## config.mk

```make
export PLATFORM = sky130hd
export DESIGN_NAME = hazard_scoreboard
export DESIGN_NICKNAME = d
export VERILOG_FILES = /design/src/rtl/hazard_scoreboard.sv
export SDC_FILE = /design/constraint.sdc
export NUM_CORES = 1
export LEC_CHECK = 0
export ABC_AREA = 1
export CAP_MARGIN = 20
export CORE_MARGIN = 4
export CORE_UTILIZATION = 35
export DETAILED_ROUTE_END_ITERATION = 10
export GPL_TIMING_DRIVEN = 1
export PLACE_DENSITY_LB_ADDON = 0.08
export SLEW_MARGIN = 25
export SYNTH_ARGS = -nofsm -noshare
export SYNTH_HDL_FRONTEND = slang
export SYNTH_SLANG_ARGS = --single-unit
```

## constraint.sdc

```tcl
create_clock -name clock_in -period 9.2 [get_ports clock_in]
set_input_delay 1.84 -clock clock_in [delete_from_list [all_inputs] [get_ports clock_in]]
set_output_delay 1.84 -clock clock_in [all_outputs]
set_load 0.005 [all_outputs]
```

## src/rtl/hazard_scoreboard.sv

```systemverilog
// rtl/hazard_scoreboard.sv - in-flight destination scoreboard gating ID->IS issue
// Optional macro SB_WB_BYPASS_EN: same-cycle writeback masks busy/full terms.
module hazard_scoreboard #(
  parameter int NREGS = 32,
  parameter int CNT_W = 2
) (
  input  logic       clock_in,
  input  logic       reset_n_in,
  input  logic       sb_flush_in,
  input  logic       sb_id_valid_in,
  input  logic [4:0] sb_ra_addr_in,
  input  logic [4:0] sb_rb_addr_in,
  input  logic       sb_ra_used_in,
  input  logic       sb_rb_used_in,
  input  logic [4:0] sb_rd_addr_in,
  input  logic       sb_rd_wen_in,
  input  logic       sb_wb_valid_in,
  input  logic [4:0] sb_wb_rd_addr_in,
  output logic       sb_stall_out,
  output logic       sb_ra_busy_out,
  output logic       sb_rb_busy_out,
  output logic [5:0] sb_pending_out,
  output logic       sb_error_out
);

  localparam logic [CNT_W-1:0] CNT_MAX  = {CNT_W{1'b1}};
  localparam logic [CNT_W-1:0] CNT_ONE  = CNT_W'(1);
  localparam logic [CNT_W-1:0] CNT_ZERO = '0;

  logic [CNT_W-1:0] cnt_q [NREGS];
  logic [CNT_W-1:0] cnt_d [NREGS];
  logic             error_q, error_d;
  logic [5:0]       pending_q, pending_d;

  logic [CNT_W-1:0] ra_cnt, rb_cnt, rd_cnt, wb_cnt;
  logic             ra_byp, rb_byp, rd_byp;
  logic             ra_busy, rb_busy, rd_full, issue;

  assign ra_cnt = cnt_q[sb_ra_addr_in];
  assign rb_cnt = cnt_q[sb_rb_addr_in];
  assign rd_cnt = cnt_q[sb_rd_addr_in];
  assign wb_cnt = cnt_q[sb_wb_rd_addr_in];

`ifdef SB_WB_BYPASS_EN
  // Last outstanding write retiring this cycle: the value is on the forwarding path.
  assign ra_byp = sb_wb_valid_in && (sb_wb_rd_addr_in == sb_ra_addr_in) && (ra_cnt == CNT_ONE);
  assign rb_byp = sb_wb_valid_in && (sb_wb_rd_addr_in == sb_rb_addr_in) && (rb_cnt == CNT_ONE);
  assign rd_byp = sb_wb_valid_in && (sb_wb_rd_addr_in == sb_rd_addr_in);
`else
  assign ra_byp = 1'b0;
  assign rb_byp = 1'b0;
  assign rd_byp = 1'b0;
`endif

  assign ra_busy = sb_ra_used_in && (sb_ra_addr_in != 5'd0) && (ra_cnt != CNT_ZERO) && !ra_byp;
  assign rb_busy = sb_rb_used_in && (sb_rb_addr_in != 5'd0) && (rb_cnt != CNT_ZERO) && !rb_byp;
  assign rd_full = sb_rd_wen_in && (sb_rd_addr_in != 5'd0) && (rd_cnt == CNT_MAX) && !rd_byp;

  assign sb_stall_out   = sb_id_valid_in && (ra_busy || rb_busy || rd_full);
  assign sb_ra_busy_out = ra_busy;
  assign sb_rb_busy_out = rb_busy;
  assign issue          = sb_id_valid_in && !sb_stall_out && sb_rd_wen_in && (sb_rd_addr_in != 5'd0);

  always_comb begin
    error_d   = error_q;
    pending_d = '0;
    if (sb_wb_valid_in && (sb_wb_rd_addr_in != 5'd0) && (wb_cnt == CNT_ZERO)) begin
      error_d = 1'b1;
    end
    for (int r = 0; r < NREGS; r++) begin
      cnt_d[r] = cnt_q[r];
      if ((r == 0) || sb_flush_in) begin
        cnt_d[r] = '0;
      end else if (issue && (sb_rd_addr_in == 5'(r))) begin
        if (!(sb_wb_valid_in && (sb_wb_rd_addr_in == 5'(r)) && (cnt_q[r] != CNT_ZERO))) begin
          cnt_d[r] = cnt_q[r] + CNT_ONE;
        end
      end else if (sb_wb_valid_in && (sb_wb_rd_addr_in == 5'(r)) && (cnt_q[r] != CNT_ZERO)) begin
        cnt_d[r] = cnt_q[r] - CNT_ONE;
      end
      pending_d = pending_d + {5'd0, (cnt_d[r] != CNT_ZERO)};
    end
  end

  always_ff @(posedge clock_in or negedge reset_n_in) begin
    if (!reset_n_in) begin
      for (int r = 0; r < NREGS; r++) begin
        cnt_q[r] <= '0;
      end
      error_q   <= 1'b0;
      pending_q <= '0;
    end else begin
      for (int r = 0; r < NREGS; r++) begin
        cnt_q[r] <= cnt_d[r];
      end
      error_q   <= error_d;
      pending_q <= pending_d;
    end
  end

  assign sb_pending_out = pending_q;
  assign sb_error_out   = error_q;

endmodule

```

[Word-level counts from Yosys, hierarchy flattened]
Cells that the tools add are included.
Storage, ports and cells
  register bits: 69
  latch bits: 0
  bits in writable memories: 0
  ROM bits: 0
  bits of input ports: 28
  word-level logic and storage cells: 509
  memories: 0
Operators by class
  add/sub/neg operators: 92
  multipliers: 0
  div/mod/pow operators: 0
  $lt $le $gt $ge: 4
  equality and inequality tests: 63
  shift-type cells: 0
  muxes and demuxes: 136
  bitwise operators: 4
  reduce and logical (&&, ||, !) cells: 177
Operator list (number)
  two-way mux 2 bit: 132
  == test 5 bit (second input constant): 32
  adder 6 x 1 -> 6 bit: 25
  nonzero test 2 bit: 64
  logical AND 1 bit: 105
  == test 5 x 4 -> 1 bit (second input constant): 16
  adder 2 x 1 -> 2 bit (second input constant): 31
  subtractor 2 x 1 -> 2 bit (second input constant): 31
  binary-select mux 2 bit (select 5 bit): 4
  == test 5 x 3 -> 1 bit (second input constant): 8
  >= comparator 6 bit (second input constant): 4
  NOT 5 -> 6 bit: 4
  == test 5 x 2 -> 1 bit (second input constant): 4
  nonzero test 5 bit: 4
  == test 5 x 1 -> 1 bit (second input constant): 2
  adder 5 x 1 -> 6 bit: 1
  adder 4 x 1 -> 5 bit: 1
  adder 3 x 1 -> 4 bit: 1
  adder 2 x 1 -> 3 bit: 1
  adder 1 x 1 -> 2 bit: 1
  == test 2 bit (second input constant): 1
  logical NOT 2 bit: 1
  logical OR 1 bit: 2
  logical NOT 1 bit: 1

[Depth between registers and ports, before layout]
  word-level depth: 47
  gate-level depth with buffers: 37

[Worst setup path before layout]
Ideal clock, no wire load.
  kind: in2reg
  start point: in sb_rd_addr_in[0]
  end point: reg pending_q[4] (netlist: sb_pending_out[4])
  arrival time: 7929 ps
  required time: 9120 ps
  path slack: 1191 ps
  stages: 34
  buffers on the path: 4
  path through: buf_4 -> nand2_2 -> buf_6 -> nor2_1 -> a21oi_1 -> nand2_1 -> nand2_1 -> nand2_1 -> nor2_1 -> nor2_1 -> nor2_2 -> nor2_2 -> nor2_2 -> buf_6 -> buf_2 -> nand4_1 -> nand3_1 -> o21ai_1 -> fa_1 -> inv_1 -> fa_1 -> inv_1 -> fa_1 -> fa_1 -> fa_1 -> inv_1 -> fa_1 -> inv_1 -> fa_1 -> fa_1 -> a21oi_1 -> nor2_1 -> nor2_1 -> xnor2_1
Between the ends
  cells in the longest elaborated chain, start to end: 46
  elaborated cells on any way between the ends: 199
  those cells by class: 30 x add/sub; 32 x eq/ne; 65 x mux; 1 x bitwise; 71 x reduce/logical
RTL lines
  from (decl): line 15  | input logic [4:0] sb_rd_addr_in,
  NOT 5 -> 6 bit (not written as such): line 41  | assign rd_cnt = cnt_q[sb_rd_addr_in];
  binary-select mux 2 bit (select 5 bit): line 41
  two-way mux 2 bit (not written as such) (2 in a row): line 41
  == test 2 bit: line 57  | assign rd_full = sb_rd_wen_in && (sb_rd_addr_in != 5'd0) && (rd_cnt == CNT_MAX) && !rd_byp;
  logical AND 1 bit: line 57
  logical OR 1 bit: line 59  | assign sb_stall_out = sb_id_valid_in && (ra_busy || rb_busy || rd_full);
  logical AND 1 bit: line 59
  logical NOT 1 bit: line 62  | assign issue = sb_id_valid_in && !sb_stall_out && sb_rd_wen_in && (sb_rd_addr_in != 5'd0);
  [... 7 more ...]
  adder 1 x 1 -> 2 bit: line 81  | pending_d = pending_d + {5'd0, (cnt_d[r] != CNT_ZERO)};
  adder 2 x 1 -> 3 bit: line 81
  adder 3 x 1 -> 4 bit: line 81
  adder 4 x 1 -> 5 bit: line 81
  adder 5 x 1 -> 6 bit: line 81
  adder 6 x 1 -> 6 bit (24 in a row): line 81
  adder 6 x 1 -> 6 bit (*): line 81
  via pending_d[4]: line 33  | logic [5:0] pending_q, pending_d;
  to (signal assigned): line 97  | pending_q <= pending_d;
  to (decl): line 33
Mark *: on every way through the listed nets, which the timed path passes. The rest lies on a longest branch. The select of a mux whose other input is x is not followed.
A chain may end at the register's enable or synchronous reset.

[Worst setup path after layout]
  start point: in sb_rb_addr_in[1]
  end point: reg pending_q[4] (netlist: sb_pending_out[4])
Between the ends
  cells in the longest elaborated chain, start to end: 47
  elaborated cells on any way between the ends: 169
  those cells by class: 30 x add/sub; 65 x mux; 1 x bitwise; 73 x reduce/logical
RTL lines
  from (decl): line 12  | input logic [4:0] sb_rb_addr_in,
  NOT 5 -> 6 bit (not written as such): line 40  | assign rb_cnt = cnt_q[sb_rb_addr_in];
  binary-select mux 2 bit (select 5 bit): line 40
  two-way mux 2 bit (not written as such) (2 in a row): line 40
  nonzero test 2 bit: line 56  | assign rb_busy = sb_rb_used_in && (sb_rb_addr_in != 5'd0) && (rb_cnt != CNT_ZERO) && !rb_byp;
  logical AND 1 bit (*): line 56
  logical OR 1 bit (*) (2 in a row): line 59
  logical AND 1 bit (*): line 59
  logical NOT 1 bit (*): line 62
  [... 7 more ...]
  adder 1 x 1 -> 2 bit: line 81
  adder 2 x 1 -> 3 bit: line 81
  adder 3 x 1 -> 4 bit: line 81
  adder 4 x 1 -> 5 bit: line 81
  adder 5 x 1 -> 6 bit: line 81
  adder 6 x 1 -> 6 bit (24 in a row): line 81
  adder 6 x 1 -> 6 bit (*): line 81
  via pending_d[4]: line 33
Marks and branches as above.

==> results.json <==
{
  "num_vias": 8793,
  "fin_nets": 1498,
  "port_buffers": 37,
  "ys.flop_type": "dfrtp_1",
  "cts_root_buf": "clkbuf_16",
  "via_per_inst": 5.18,
  "fin_area_um2": 9510,
  "hold_viol_final": 0,
  "setup-violations-final": 0,
  "die_area_um2": 25300,
  "hp-class": "reg -> reg",
  "finalClockSkew_ns": 0.00896,
  "final_util_pct": 42.1,
  "slowest_stage": "fa_1",
  "drv_cap": 0,
  "peakVddDrop_mv": 0.0858,
  "netlist_instances": 1328,
  "place_area_um2": 9160,
  "top_level_ports": 38,
  "p_leak_nw": 5.52,
  "synth.most_common_cell": "nand2_1",
  "diodes": 0,
  "clock_latency_ns": 0.35,
  "final.fill_count": 2472,
  "syn_nets": 1417,
  "status": "complete, no violations",
  "die_y_um": 159,
  "reg2regPathDepth": 33,
  "clockBufferDepth": 2,
  "cts_tree": "done",
  "syn_area_um2": 7990,
  "cp-start-kind": "input port",
  "ys_async_sr_fraction_pct": 100,
  "synth_edf_count": 0,
  "grt_pass1_vias": 8110,
  "grt-ovfl-total": 0,
  "die_w_um": 159,
  "start_util_pct": 35.4,
  "grt_max_degree": 70,
  "post_synth_num_cell_types": 37,
  "rows": 55,
  "ys_ff_latch": 69,
  "cp.arrival_ns": 9.02,
  "power_density_nw_per_um2": 95.6,
  "cts_setup_buffers": 0,
  "cts.sinks": 69,
  "worstSetupPathType": "in -> reg",
  "drive_gt1_share_pct": 7.92,
  "hpwl_um": 23600,
  "grtUsageTotal_pct": 23.8,
  "htree_num_levels": 3,
  "wl_per_cell_um": 17.8,
  "grt_first_pass_wirelength_um": 47200,
  "place.gp.congestion": 0.922,
  "clkTransAtPathRegs_ns": 0.06,
  "cp.required_ns": 9.47,
  "ys_top_cells_by_area": "dfrtp_1 22%, nand2_1 17%, inv_1 11%",
  "synth_common_cells": "371 x nand2_1, 240 x inv_1, 141 x nor2_1, 108 x nand3_1, 94 x o21ai_0",
  "drc": 0,
  "dp_cells": 1683,
  "min_period_ns": 8.75,
  "routed_wl_um": 30300,
  "antenna_found_initial": 0,
  "min_path_cells": 2,
  "numCtsBuffers": 9,
  "slew_violations": 0,
  "endpoint_kind": "register",
  "area_delta_synth_final_pct": 19.0,
  "fmax_mhz": 114,
  "yosysSeqAreaShare_pct": 21.6,
  "core_um2": 22600,
  "final_cells": 1699,
  "hold_ws_ns": 0.569,
  "rsz0062_at_grt": "false",
  "yosysWarnings": 0,
  "first_pass_iters": 6,
  "worst_pin_slew_ns": 0.749,
  "fin_crit_sh_pct": 95.1,
  "syn-mean-instance-area_um2": 6.01,
  "drtIter0Drc": 830,
  "crit_fanout": 15,
  "yosys.area.top_type": "dfrtp_1",
  "ant_nets": 0,
  "max_stage_delay_ns": 0.56,
  "netlist.area_leader.share_pct": 21.6,
  "slew_headroom_pct": 50.1
}
==> cells by family (layout without fill, tap and decap cells) <==
kind of cell / after synthesis / count (layout) / synth area share (%)
DFF: 69 / 69 / 21.6
and+or+nand+nor: 720 / 720 / 38.3
buffers and inverters: 296 / 382 / 14.7
xor gates and xnor gates: 34 / 34 / 3.73
adders and majority gates: 61 / 61 / 11.7
AOI/OAI and AO/OA: 148 / 148 / 9.88
==> power breakdown <==
group	internal, mW	switching, mW	total (mW)	leakage [nW]
clock network	0.265	0.153	0.418	0.163
logic	0.0630	0.120	0.183	4.40
registers	0.306	0.00199	0.308	0.957
==> layer usage <==
layer | up-vias | part of all wire (%) | global-route usage (%)
li1 | 4363 | - | -
met3 | 39 | 5.9 | 3.44
met1 | 4089 | 47 | 33.8
met4 | 0 | 2.2 | 7.30
met5 | - | 0 | 0
met2 | 302 | 45 | 37.6
==> state kept, by name, summed over array words and instances, names as in the netlist <==
name            count
cnt_q              62
sb_error_out        1
sb_pending_out      6
==> final timing paths <==
path                       slack, ns                 to        startpoint
max reg2reg                     1.79  sb_pending_out[4]         cnt_q[50]
min                             0.57       sb_error_out      sb_error_out
max in group asynchronous       7.14          cnt_q[59]        reset_n_in
min reg2reg                     0.57       sb_error_out      sb_error_out
min in group asynchronous       1.53           cnt_q[4]        reset_n_in
max                             0.45  sb_pending_out[4]  sb_rb_addr_in[1]
==> timing repair <==
action | 4_1_cts | 5_1_grt
hold buffers | 0 | 0
setup endpoints to repair | 0 | 2
gates resized for setup | 0 | 2
==> cells in the final DEF (no fill, tap or decap), types with 2 or more instances in the layout <==
cell	instances
nand3_1	108
xor2_1	33
clkinv_1	3
a211oi_1	2
buf_4	74
nor2_1	140
nand2_1	371
ha_1	38
nand2_2	2
nor2_4	2
o221ai_1	2
a22oi_1	3
o21ai_0	94
nor3_1	26
nand4_1	64
clkdlybuf4s50_1	34
dfrtp_1	69
o21ai_1	22
dlymetal6s2s_1	2
buf_12	6
nor2_2	4
fa_1	23
inv_2	6
clkbuf_16	9
a221oi_1	2
bufinv_16	3
inv_1	240
a21oi_1	13
o22ai_1	4
==> metrics by stage <==
step | setup TNS, ns | power (mW) | worst slack, ns
floorplan | 0 | 0.409 | 1.19
global placement | -0.0366 | 0.496 | -0.0366
detailed placement | 0 | 0.495 | 0.0150
CTS | 0 | 0.917 | 0.339
global route | 0 | 0.948 | 0.0380
finish | 0 | 0.909 | 0.453
==> critical path, delay by kind of cell <==
kind,cells,cell delay [ns]
AO/OA/AOI/OAI,1,0.15
AND/OR/NAND/NOR,16,1.56
XOR/XNOR,1,0.12
adder cells (fa/ha/maj),8,3.95
buffers and inverters,8,1.39
==> final cells by class <==
type                    instances  area, µm²  share of cell area (%)
flip-flops and latches         69       1730                    18.2
multi-input cells             963       5100                    53.6
inverters                     249        935                    9.83
well taps                     285        357                    3.75
repair buffers                117       1050                    11.1
clock buffers                  10        229                    2.41
clock inverters                 6        111                    1.17
Note: power is estimated with default switching activity, not from simulation.
